--- config.mk ---
export PLATFORM = sky130hd
export DESIGN_NAME = tx_encoder_8b10b
export DESIGN_NICKNAME = d
export VERILOG_FILES = /design/src/rtl/tx_encoder_8b10b.sv
export SDC_FILE = /design/constraint.sdc
export NUM_CORES = 1
export LEC_CHECK = 0
export CAP_MARGIN = 40
export CORE_MARGIN = 4
export CORE_UTILIZATION = 51
export DETAILED_ROUTE_END_ITERATION = 8
export PLACE_DENSITY = 0.79
export SLEW_MARGIN = 20
export SYNTH_ARGS = -nofsm -noshare
export SYNTH_HDL_FRONTEND = slang
export SYNTH_SLANG_ARGS = --single-unit
--- constraint.sdc ---
create_clock -name BitCLK_10 -period 9.7 [get_ports BitCLK_10]
set_input_delay 1.94 -clock BitCLK_10 [delete_from_list [all_inputs] [get_ports BitCLK_10]]
set_output_delay 1.94 -clock BitCLK_10 [all_outputs]
set_load 0.005 [all_outputs]
--- src/rtl/tx_encoder_8b10b.sv ---
// 8b/10b transmit encoder: one byte per BitCLK_10 to one registered 10-bit code group,
// tracking running disparity and inserting K28.5 idles when no data is presented.
module tx_encoder_8b10b (
   input  logic       BitCLK_10,
   input  logic       Reset,
   input  logic       TxValid,
   input  logic [7:0] TxParallel_8,
   input  logic       TxDataK,
   output logic [9:0] TxParallel_10,
   output logic       RunDisp,
   output logic       TxCodeError,
   output logic       TxIdle
);

   // 5b/6b data table, RD- column, written abcdei with a in the MSB
   function automatic logic [5:0] enc6_neg(input logic [4:0] x);
      case (x)
         5'd0:  enc6_neg = 6'b100111;
         5'd1:  enc6_neg = 6'b011101;
         5'd2:  enc6_neg = 6'b101101;
         5'd3:  enc6_neg = 6'b110001;
         5'd4:  enc6_neg = 6'b110101;
         5'd5:  enc6_neg = 6'b101001;
         5'd6:  enc6_neg = 6'b011001;
         5'd7:  enc6_neg = 6'b111000;
         5'd8:  enc6_neg = 6'b111001;
         5'd9:  enc6_neg = 6'b100101;
         5'd10: enc6_neg = 6'b010101;
         5'd11: enc6_neg = 6'b110100;
         5'd12: enc6_neg = 6'b001101;
         5'd13: enc6_neg = 6'b101100;
         5'd14: enc6_neg = 6'b011100;
         5'd15: enc6_neg = 6'b010111;
         5'd16: enc6_neg = 6'b011011;
         5'd17: enc6_neg = 6'b100011;
         5'd18: enc6_neg = 6'b010011;
         5'd19: enc6_neg = 6'b110010;
         5'd20: enc6_neg = 6'b001011;
         5'd21: enc6_neg = 6'b101010;
         5'd22: enc6_neg = 6'b011010;
         5'd23: enc6_neg = 6'b111010;
         5'd24: enc6_neg = 6'b110011;
         5'd25: enc6_neg = 6'b100110;
         5'd26: enc6_neg = 6'b010110;
         5'd27: enc6_neg = 6'b110110;
         5'd28: enc6_neg = 6'b001110;
         5'd29: enc6_neg = 6'b101110;
         5'd30: enc6_neg = 6'b011110;
         default: enc6_neg = 6'b101011;
      endcase
   endfunction

   // 3b/4b data table, RD- column (P7 for y=7), written fghj with f in the MSB
   function automatic logic [3:0] enc4_neg(input logic [2:0] y);
      case (y)
         3'd0: enc4_neg = 4'b1011;
         3'd1: enc4_neg = 4'b1001;
         3'd2: enc4_neg = 4'b0101;
         3'd3: enc4_neg = 4'b1100;
         3'd4: enc4_neg = 4'b1101;
         3'd5: enc4_neg = 4'b1010;
         3'd6: enc4_neg = 4'b0110;
         default: enc4_neg = 4'b1110;
      endcase
   endfunction

   logic [7:0] w_byte;
   logic       w_k;
   logic [4:0] w_x;
   logic [2:0] w_y;
   logic       w_k28;
   logic       w_kx7;
   logic       w_legal_k;
   logic       w_err;
   logic [5:0] w_6n;
   logic [5:0] w_6;
   logic       w_6_unbal;
   logic       w_rd6;
   logic       w_alt7;
   logic [3:0] w_4n;
   logic [3:0] w_4;
   logic       w_4_unbal;
   logic       w_rd4;
   logic [9:0] w_code;

   logic [9:0] r_code;
   logic       r_rd;
   logic       r_err;
   logic       r_idle;

   always_comb begin
      w_byte    = TxValid ? TxParallel_8 : 8'hBC;
      w_k       = TxValid ? TxDataK : 1'b1;
      w_x       = w_byte[4:0];
      w_y       = w_byte[7:5];
      w_k28     = w_k && (w_x == 5'd28);
      w_kx7     = w_k && (w_y == 3'd7) &&
                  ((w_x == 5'd23) || (w_x == 5'd27) || (w_x == 5'd29) || (w_x == 5'd30));
      w_legal_k = w_k28 || w_kx7;
      w_err     = TxValid && TxDataK && !w_legal_k;

      // 6b sub-block chosen by the current RD; D.7 is the one neutral form that flips
      w_6n      = w_k28 ? 6'b001111 : enc6_neg(w_x);
      w_6_unbal = ($countones(w_6n) != 3);
      w_6       = (r_rd && (w_6_unbal || (w_x == 5'd7))) ? ~w_6n : w_6n;
      w_rd6     = w_6_unbal ? ~r_rd : r_rd;

      // 4b sub-block chosen by the RD left behind by the 6b sub-block
      w_alt7    = (w_y == 3'd7) &&
                  (w_legal_k ||
                   (!w_rd6 && ((w_x == 5'd17) || (w_x == 5'd18) || (w_x == 5'd20))) ||
                   ( w_rd6 && ((w_x == 5'd11) || (w_x == 5'd13) || (w_x == 5'd14))));
      w_4n      = w_alt7 ? 4'b0111 : enc4_neg(w_y);
      w_4_unbal = ($countones(w_4n) != 2);
      w_4       = w_4n;
      if (w_4_unbal || (w_y == 3'd3)) begin
         if (w_rd6) w_4 = ~w_4n;
      end else if (w_k28 && !w_rd6) begin
         // K28.1/.2/.5/.6 use the complement of the data form behind an RD- 6b block
         w_4 = ~w_4n;
      end
      w_rd4     = w_4_unbal ? ~w_rd6 : w_rd6;

      w_code    = {w_4[0], w_4[1], w_4[2], w_4[3],
                   w_6[0], w_6[1], w_6[2], w_6[3], w_6[4], w_6[5]};
   end

   always_ff @(posedge BitCLK_10) begin
      if (Reset) begin
         r_code <= 10'h17C;
         r_rd   <= 1'b1;
         r_err  <= 1'b0;
         r_idle <= 1'b0;
      end else begin
         r_code <= w_code;
         r_rd   <= w_rd4;
         r_err  <= w_err;
         r_idle <= !TxValid;
      end
   end

   assign TxParallel_10 = r_code;
   assign RunDisp       = r_rd;
   assign TxCodeError   = r_err;
   assign TxIdle        = r_idle;

endmodule

* Word-level counts from Yosys, hierarchy flattened
Memory sizes are Yosys's and may differ from the RTL's.
Index checks and enable logic that the tools add are counted.
** Storage, ports and cells
- Bits in registers :: 13
- Bits in read-only memories :: 192
- Output and inout port bits :: 13
- Word-level logic and storage cells :: 75
- Memories kept :: 1
** Memory list
- (no name shown) :: words 32, width 6, read ports 1, clocked after Yosys merged registers in 0, wr ports 0, RTL line 17 : case (x)
** Operators by class
- Add/sub/neg operators :: 8
- Equality and inequality tests :: 21
- Muxes and demuxes :: 11
- Bitwise operators :: 4
- Reduce and logical (&&, ||, !) cells :: 26
** Operator list (number)
- $eq 5x5->1 const B :: 8
- $pmux 4 s7 :: 1
- $mux 4 :: 4
- $eq 5x4->1 const B :: 3
- $eq 3x3->1 const B :: 4
- $logic_or 1x1->1 :: 12
- $mux 6 :: 2
- $add 1x1->2 :: 5
- $logic_and 1x1->1 :: 10
- $mux 8 :: 1
- $add 2x2->3 :: 2
- $eq 3x2->1 const B :: 2
- $not 6->6 :: 1
- $eq 5x3->1 const B :: 1
- $add 3x2->4 :: 1
- $ne 4x2->1 const B :: 1
- $not 4->4 :: 1
- $eq 3x1->1 const B :: 1
- $logic_not 1->1 :: 3
- $logic_not 3->1 :: 1
- $mux 1 :: 3
- $ne 3x2->1 const B :: 1
- $not 1->1 :: 2

* Longest topological paths before layout
- Word-level depth :: 20
- Mapped depth :: 27
- Mapped depth without buffers :: 26

* Worst setup path before layout
OpenSTA, ideal clock, no wires.
- Path kind :: input port to flip-flop
- From :: input TxValid
- To :: register r_code[9] (netlist: TxParallel_10[9])
- Library setup time :: 0.059 ns
- Arrival :: 7.918 ns
- Data required time :: 9.641 ns
- Slack :: 1.723 ns
- Stages on the path :: 26
- Path through :: clkbuf_1 and2_1 ha_1 nor2b_1 o31ai_1 a21oi_1 o221a_2 fa_1 inv_1 fa_1 ha_1 inv_1 fa_1 nand3b_2 xor2_2 mux2i_1 o41ai_2 fa_1 ha_1 ha_1 nor3b_1 o21ai_0 nor3_1 a21oi_2 or3_1 nand2_1
** Between the ends
- Word-level cells in the longest chain between the ends :: 20
** RTL lines
- start: declaration :: RTL line 6 : input logic TxValid,
- parallel branches: the longest is 19 deep, another holds $mem_v2 32x6
- $mux 4 * :: RTL line 116 : if (w_4_unbal || (w_y == 3'd3)) begin
- end signal: assignment :: RTL line 135 : r_code <= w_code;
- end: declaration :: RTL line 86 : logic [9:0] r_code;
Mark *: on every way between the ends.
A chain may end at the register's enable or synchronous reset.

* Worst setup path in the final report
- From :: input TxParallel_8[0]
- To :: register r_code[9] (netlist: TxParallel_10[9])
** Between the ends
- Word-level cells in the longest chain between the ends :: 20
** RTL lines
- start: declaration :: RTL line 7 : input logic [7:0] TxParallel_8,
- $mux 8 * :: RTL line 92 : w_byte = TxValid ? TxParallel_8 : 8'hBC;
- parallel branches: the longest is 18 deep, another holds $mem_v2 32x6
- $mux 4 * :: RTL line 116
Marks and branches as above.

==> results by group <==
Final layout
  • Most common cell after layout, fill and taps aside: clkdlybuf4s50_1
  • Commonest cells after routing, fill and taps aside: clkdlybuf4s50_1, nor2_1, dfxtp_1
  • Area growth, synth to finish: 21.9%
  • Count of fill cells added during filler insertion: a little under 200
  • Final net count: between 200 and 250
  • Number of diodes: 0
  • Fraction of layout cells with a size suffix above 1: 0.0611
  • End-of-flow core utilization: 0.673
  • Post-route insts no fill: around 210

Synth
  • Total of warnings raised by yosys: 0
  • Post-synth design cell area: about 1300 um^2
  • Part of the Yosys area used for sequential elements: 0.205
  • Cell types occupying the most area after synthesis: dfxtp_1, ha_1, fa_1
  • Commonest register cell after synthesis: dfxtp_1
  • Post-synth top area share: 0.205
  • Cell accounting for the most synthesized area: dfxtp_1
  • Synthesized instance count: about 160
  • Synthesis-stage register bit count: 13
  • Net count of the mapped netlist: 185
  • Number of distinct library cell variants in the gate-level netlist after synthesis: 43
  • Number of synthesized flops with an enable pin: 0
  • Share of synthesized flip-flops with an asynchronous set or reset: 0
  • Syn avg cell area: 8.03 um^2

STA
  • Final WS setup: 1.14 ns
  • Unrepaired setup endpoints after global routing: no
  • Final worst-path cycle share: 0.882
  • Clock skew: ~0.0029 ns
  • Clock period minus worst slack: 8.56 ns
  • Final-layout setup total negative slack: 0 ns
  • Setup violation total in the final timing report: 0
  • Worst Max-Slew Pin Slew: between 0.6 and 0.7 ns
  • Final slew viol count: 0
  • Slew HR: 0.558
  • Count of endpoints failing hold in the final timing report: 0
  • Peak clock frequency supported by timing: 0.117 GHz

Setup path
  • Startpoint type of the worst setup path: primary input
  • Critical path fanouts, max: 7
  • Worst-case reg-to-reg path depth: 12
  • R2R setup slack: 6.18 ns
  • Required time of the critical path: around 9.9 ns
  • Arrival time of the worst setup path: 8.77 ns
  • Slowest cell delay on critical path: 0.53 ns
  • Type of element capturing the critical path: flop
  • CP Class: in2reg
  • Cell at the slowest stage of the critical path: fa_1

Die
  • Die X: 57.9 um
  • Core Footprint: 2300 um^2
  • Total Die Area: 3350 um^2
  • Number of standard-cell rows in the floorplan: 17
  • Initial core utilization: 0.552
  • Vertical die dimension: 57.9 um
  • Number of I/O pins: 25

Drt
  • Total routed wire length on the met1 layer: 1220 um
  • Uppermost layer routed: met4
  • Detailed-routed wire length on met3: 181 um
  • Routed len/inst: 13.2 um
  • Number of remaining DRC errors: 0
  • Detailed Routing Iterations Pass 1: 4
  • Vias: 1168
  • Vias per Instance: between 5 and 6
  • Iter 0 DRT Violations: 35
  • Number of nets with antenna violations after detailed routing: 0
  • Met2 wire length: 1320 um
  • Total Wirelength: 2740 um

Pwr
  • Maximum ir drop on the vdd rail: 0.117 mV
  • Portion of total power attributed to the clock network: 0.121
  • Pint: ~0.17 mW
  • Part of the power in combinational logic: 0.573
  • Switching part of the total power: 0.350
  • Pwr per Cell Area: 166 nW/um^2
  • Static power due to leakage: 0.655 nW
  • Power, Total: 0.257 mW
  • Switch Pwr: approximately 0.09 mW
  • Sequential Power Share: 0.306

Clock tree
  • Htree depth: 1
  • Clock buffer count from CTS: 3
  • Buffer count from post-CTS setup fixing: 0
  • Number of hold-repair buffers added at the cts stage: 0
  • Clock root cell: clkbuf_4
  • Num Clock Sinks: 13
  • Skew-Pair Late Insertion Delay: 0.26 ns
  • TritonCTS clock tree: built
  • Clock slew at reported path FFs: about 0.070 ns
  • Clock Tree Buf Depth: 2
  • Count of instances resized after the clock tree is built: 0

Global route
  • First-pass GRT wire length: between 4000 and 5000 um
  • All-Layer GR Usage: 0.171
  • Antenna violations before repair: 0
  • Vias in the first global route: 1060
  • Largest net degree at the start of global routing: 23
  • Global-route congestion overflow total: 0

Job
  • Max-cap violations: 0

Place
  • Total placed cells including tap cells: about 200
  • Buffers added on ports: 24
  • Global placer's final weighted congestion: 0.907
  • Final HPWL DP: 2170 um
  • Post-placement worst setup slack: 0.909 ns

Hold path
  • Hold Path Stages: 3
  • Class of the worst hold path: reg2reg

Run status
  • Result of the run: finished, final reports clean
[routing by layer]
| metal | track usage | up-vias |
|---|---|---|
| met5 | 0 | - |
| met4 | 0.0695 | 0 |
| met3 | 0.0267 | 4 |
| met2 | 0.284 | 44 |
| met1 | 0.219 | 530 |
| li1 | - | 590 |
[area by class of cell]
class                   count  area, um^2  area share
flip-flops and latches     13         260       0.168
clock buffers               4        26.3      0.0170
repair buffers             25         248       0.160
well taps                  28        35.0      0.0227
inverters                  10        37.5      0.0243
multi-input cells         128         940       0.608
[worst paths after layout]
check,startpoint,end
worst max-delay path,TxParallel_8[0],TxParallel_10[9]
worst min-delay path,RunDisp,TxParallel_10[4]
worst max register to register,RunDisp,TxParallel_10[9]
worst min register to register,RunDisp,TxParallel_10[4]
[synthesized netlist by cell type, drive strengths merged (3+ instances only)]
master  instances
a21oi          10
buf             4
clkbuf          3
dfxtp          13
fa              4
ha             11
inv            10
nand2          12
nand2b         10
nor2           14
nor2b           6
nor3b           3
o21a            3
o21ai          13
or3             3
xnor2           3
xor2            9
[registers in the layout, summed over array words and instances (netlist names)]
name and flops:
RunDisp 1, TxCodeError 1, TxIdle 1, TxParallel_10 10
[critical path, delay by kind of cell]
kind	cells	cell delay, ns
buffers and inverters	3	0.56
adders and majority gates	8	2.82
AOI/OAI and AO/OA	6	1.44
and+or+nand+nor	7	1.58
xor gates and xnor gates	1	0.26
muxes	1	0.15
[cell families after synthesis]
kind of cell / after synthesis / synth area share
muxes: 1 / 0.00789
adders and majority gates: 15 / 0.172
xor gates and xnor gates: 12 / 0.0888
buffers and inverters: 17 / 0.0542
DFF: 13 / 0.205
AOI/OAI and AO/OA: 38 / 0.206
and+or+nand+nor: 62 / 0.266
[per-stage QoR]
step,area (um^2),hold slack (ns)
6_report,1550,0.717
5_1_grt,1550,0.772
4_1_cts,1550,0.725
3_5_place_dp,1520,0.700
3_3_place_gp,1520,0.696
2_1_floorplan,1270,0.658
[power groups by stage]
stage          Sequential, mW  Combinational [mW]  Clock [mW]
2_1_floorplan          0.0827              0.0883           0
4_1_cts                0.0790               0.150      0.0329
6_report               0.0787               0.147      0.0311
5_1_grt                0.0812               0.164      0.0352
3_5_place_dp           0.0804               0.148           0
3_3_place_gp           0.0798               0.146           0
(Power assumes the default switching activity.)
==> RTL edit, RTL diff (same settings) <==
Reset style: asynchronous (`Reset`), changed in one clocked block.
--- a/src/rtl/tx_encoder_8b10b.sv
+++ b/src/rtl/tx_encoder_8b10b.sv
@@ -126,5 +126,5 @@
    end
 
-   always_ff @(posedge BitCLK_10) begin
+   always_ff @(posedge BitCLK_10 or posedge Reset) begin
       if (Reset) begin
          r_code <= 10'h17C;
Formal check against the unedited RTL: differs if Reset is asserted again (counterexample within 4 cycles, from zero or initial values and one cycle with Reset high); with Reset held inactive, the same outputs for 10 cycles.
==> RTL edit against the unedited design <==
  * Final area is 0.40% higher
  * Critical path depth is 1 lower
  * Synthesized area is 0.99% higher
  * Sequential cell count stayed put
  * Maximum frequency is 2.5% lower
  * Largest cell class unchanged
  * Register-to-register slack worse by 70 ps
  * Critical path type unchanged
  * Setup slack worse by 220 ps
  * Power is 17% higher
  * Routed wire length is 1.9% lower
==> RTL edit: results (changes against the unedited design) <==
Layout cells sized above 1: 0.120 (was 0.0611)
Detailed Route Iter0 Violations: 27 (was 35)
Compound-Gate Fraction of Synth Area: 0.197 (was 0.206)
Avg WL per Cell: 13.8 um (was 13.2 um)
Met2 Usage GRT: 0.316 (was 0.284)
WHS Endpoint: TxParallel_10[3]$_DFF_PP1_ (was TxParallel_10[4]$_SDFF_PP1_)
Most used DFF post-synth: dfstp_2 (was dfxtp_1)
Setup WS pre-CTS: 603 ps (was 909 ps)
Hold Path Depth: 2 (was 3)
Clock network power share: 0.105 (was 0.121)
Maximum VDD drop: 0.121 mV (was 0.117 mV)
Synth Area in XOR/XNOR: 0.0947 (was 0.0888)
Hold Slack: 653 ps (was 717 ps)
Mux contribution to synthesized area: 0.0117 (was 0.00789)
Cell count after synthesis: 143 (was 158)
Switching power: 0.101 mW (was 0.0899 mW)
HPWL Detailed: 2240 um (was 2170 um)
Run status: finished clean (unchanged)
Synth async-reset ratio: 1.00 (was 0)
Worst setup path start: TxValid (was TxParallel_8[0])
FF-to-FF setup slack: 6110 ps (was 6180 ps)
Post-synthesis sequential area ratio: 0.261 (was 0.205)
R2r startpoint: RunDisp$_DFF_PP1_ (was RunDisp$_SDFF_PP1_)
Setup ws final: 918 ps (was 1140 ps)
Worst r2r path cells: 11 (was 12)
Via count: 1117 (was 1168)
Post-DP Area: 1530 sq um (was 1520 sq um)
Synthesized net count: 170 (was 185)
Total sequential power: 0.0990 mW (was 0.0787 mW)
Grt met1 use: 0.202 (was 0.219)
Synth unique cells: 45 (was 43)
Top cells by area, synth: dfstp_2, dfrtp_1, ha_1 (was dfxtp_1, ha_1, fa_1)
Hold_sp: RunDisp$_DFF_PP1_ (was RunDisp$_SDFF_PP1_)
Power Clock: 0.0316 mW (was 0.0311 mW)
Top cells by count, synth: inv_1, nor2_1, ha_1 (was nor2_1, dfxtp_1, nand2_1)
Synth Area in Adders: 0.170 (was 0.172)
RTL edit: final cells by class:
class                           instances  area [sq um]
Clock buffer                            4          26.3
Fill cell                             216           744
Inverter                               12          45.0
Multi-Input combinational cell        113           872
Sequential cell                        13           334
Tap cell                               28          35.0
Timing Repair Buffer                   24           240
RTL edit: critical path: cells and delay by family:
family          cells  cell delay, ps
simple gates        5            1120
xor+xnor            2             480
fa+ha+maj           8            2930
buf+inv             3             770
compound gates      6            1350
mux                 1             350
RTL edit: cell families (layout without fill, tap and decap cells):
group	count (synthesis)	count (layout)
and+or+nand+nor	48	48
muxes	1	1
adders and majority gates	15	15
AOI/OAI and AO/OA	36	36
DFF	13	13
xor gates and xnor gates	13	13
buffers and inverters	17	40
RTL edit: layer usage:
layer	vias up	share of wire	wire length, um
met3	4	0.066	176
met5	-	0	0
met4	0	0.011	30
met2	35	0.51	1370
li1	544	-	-
met1	534	0.41	1100
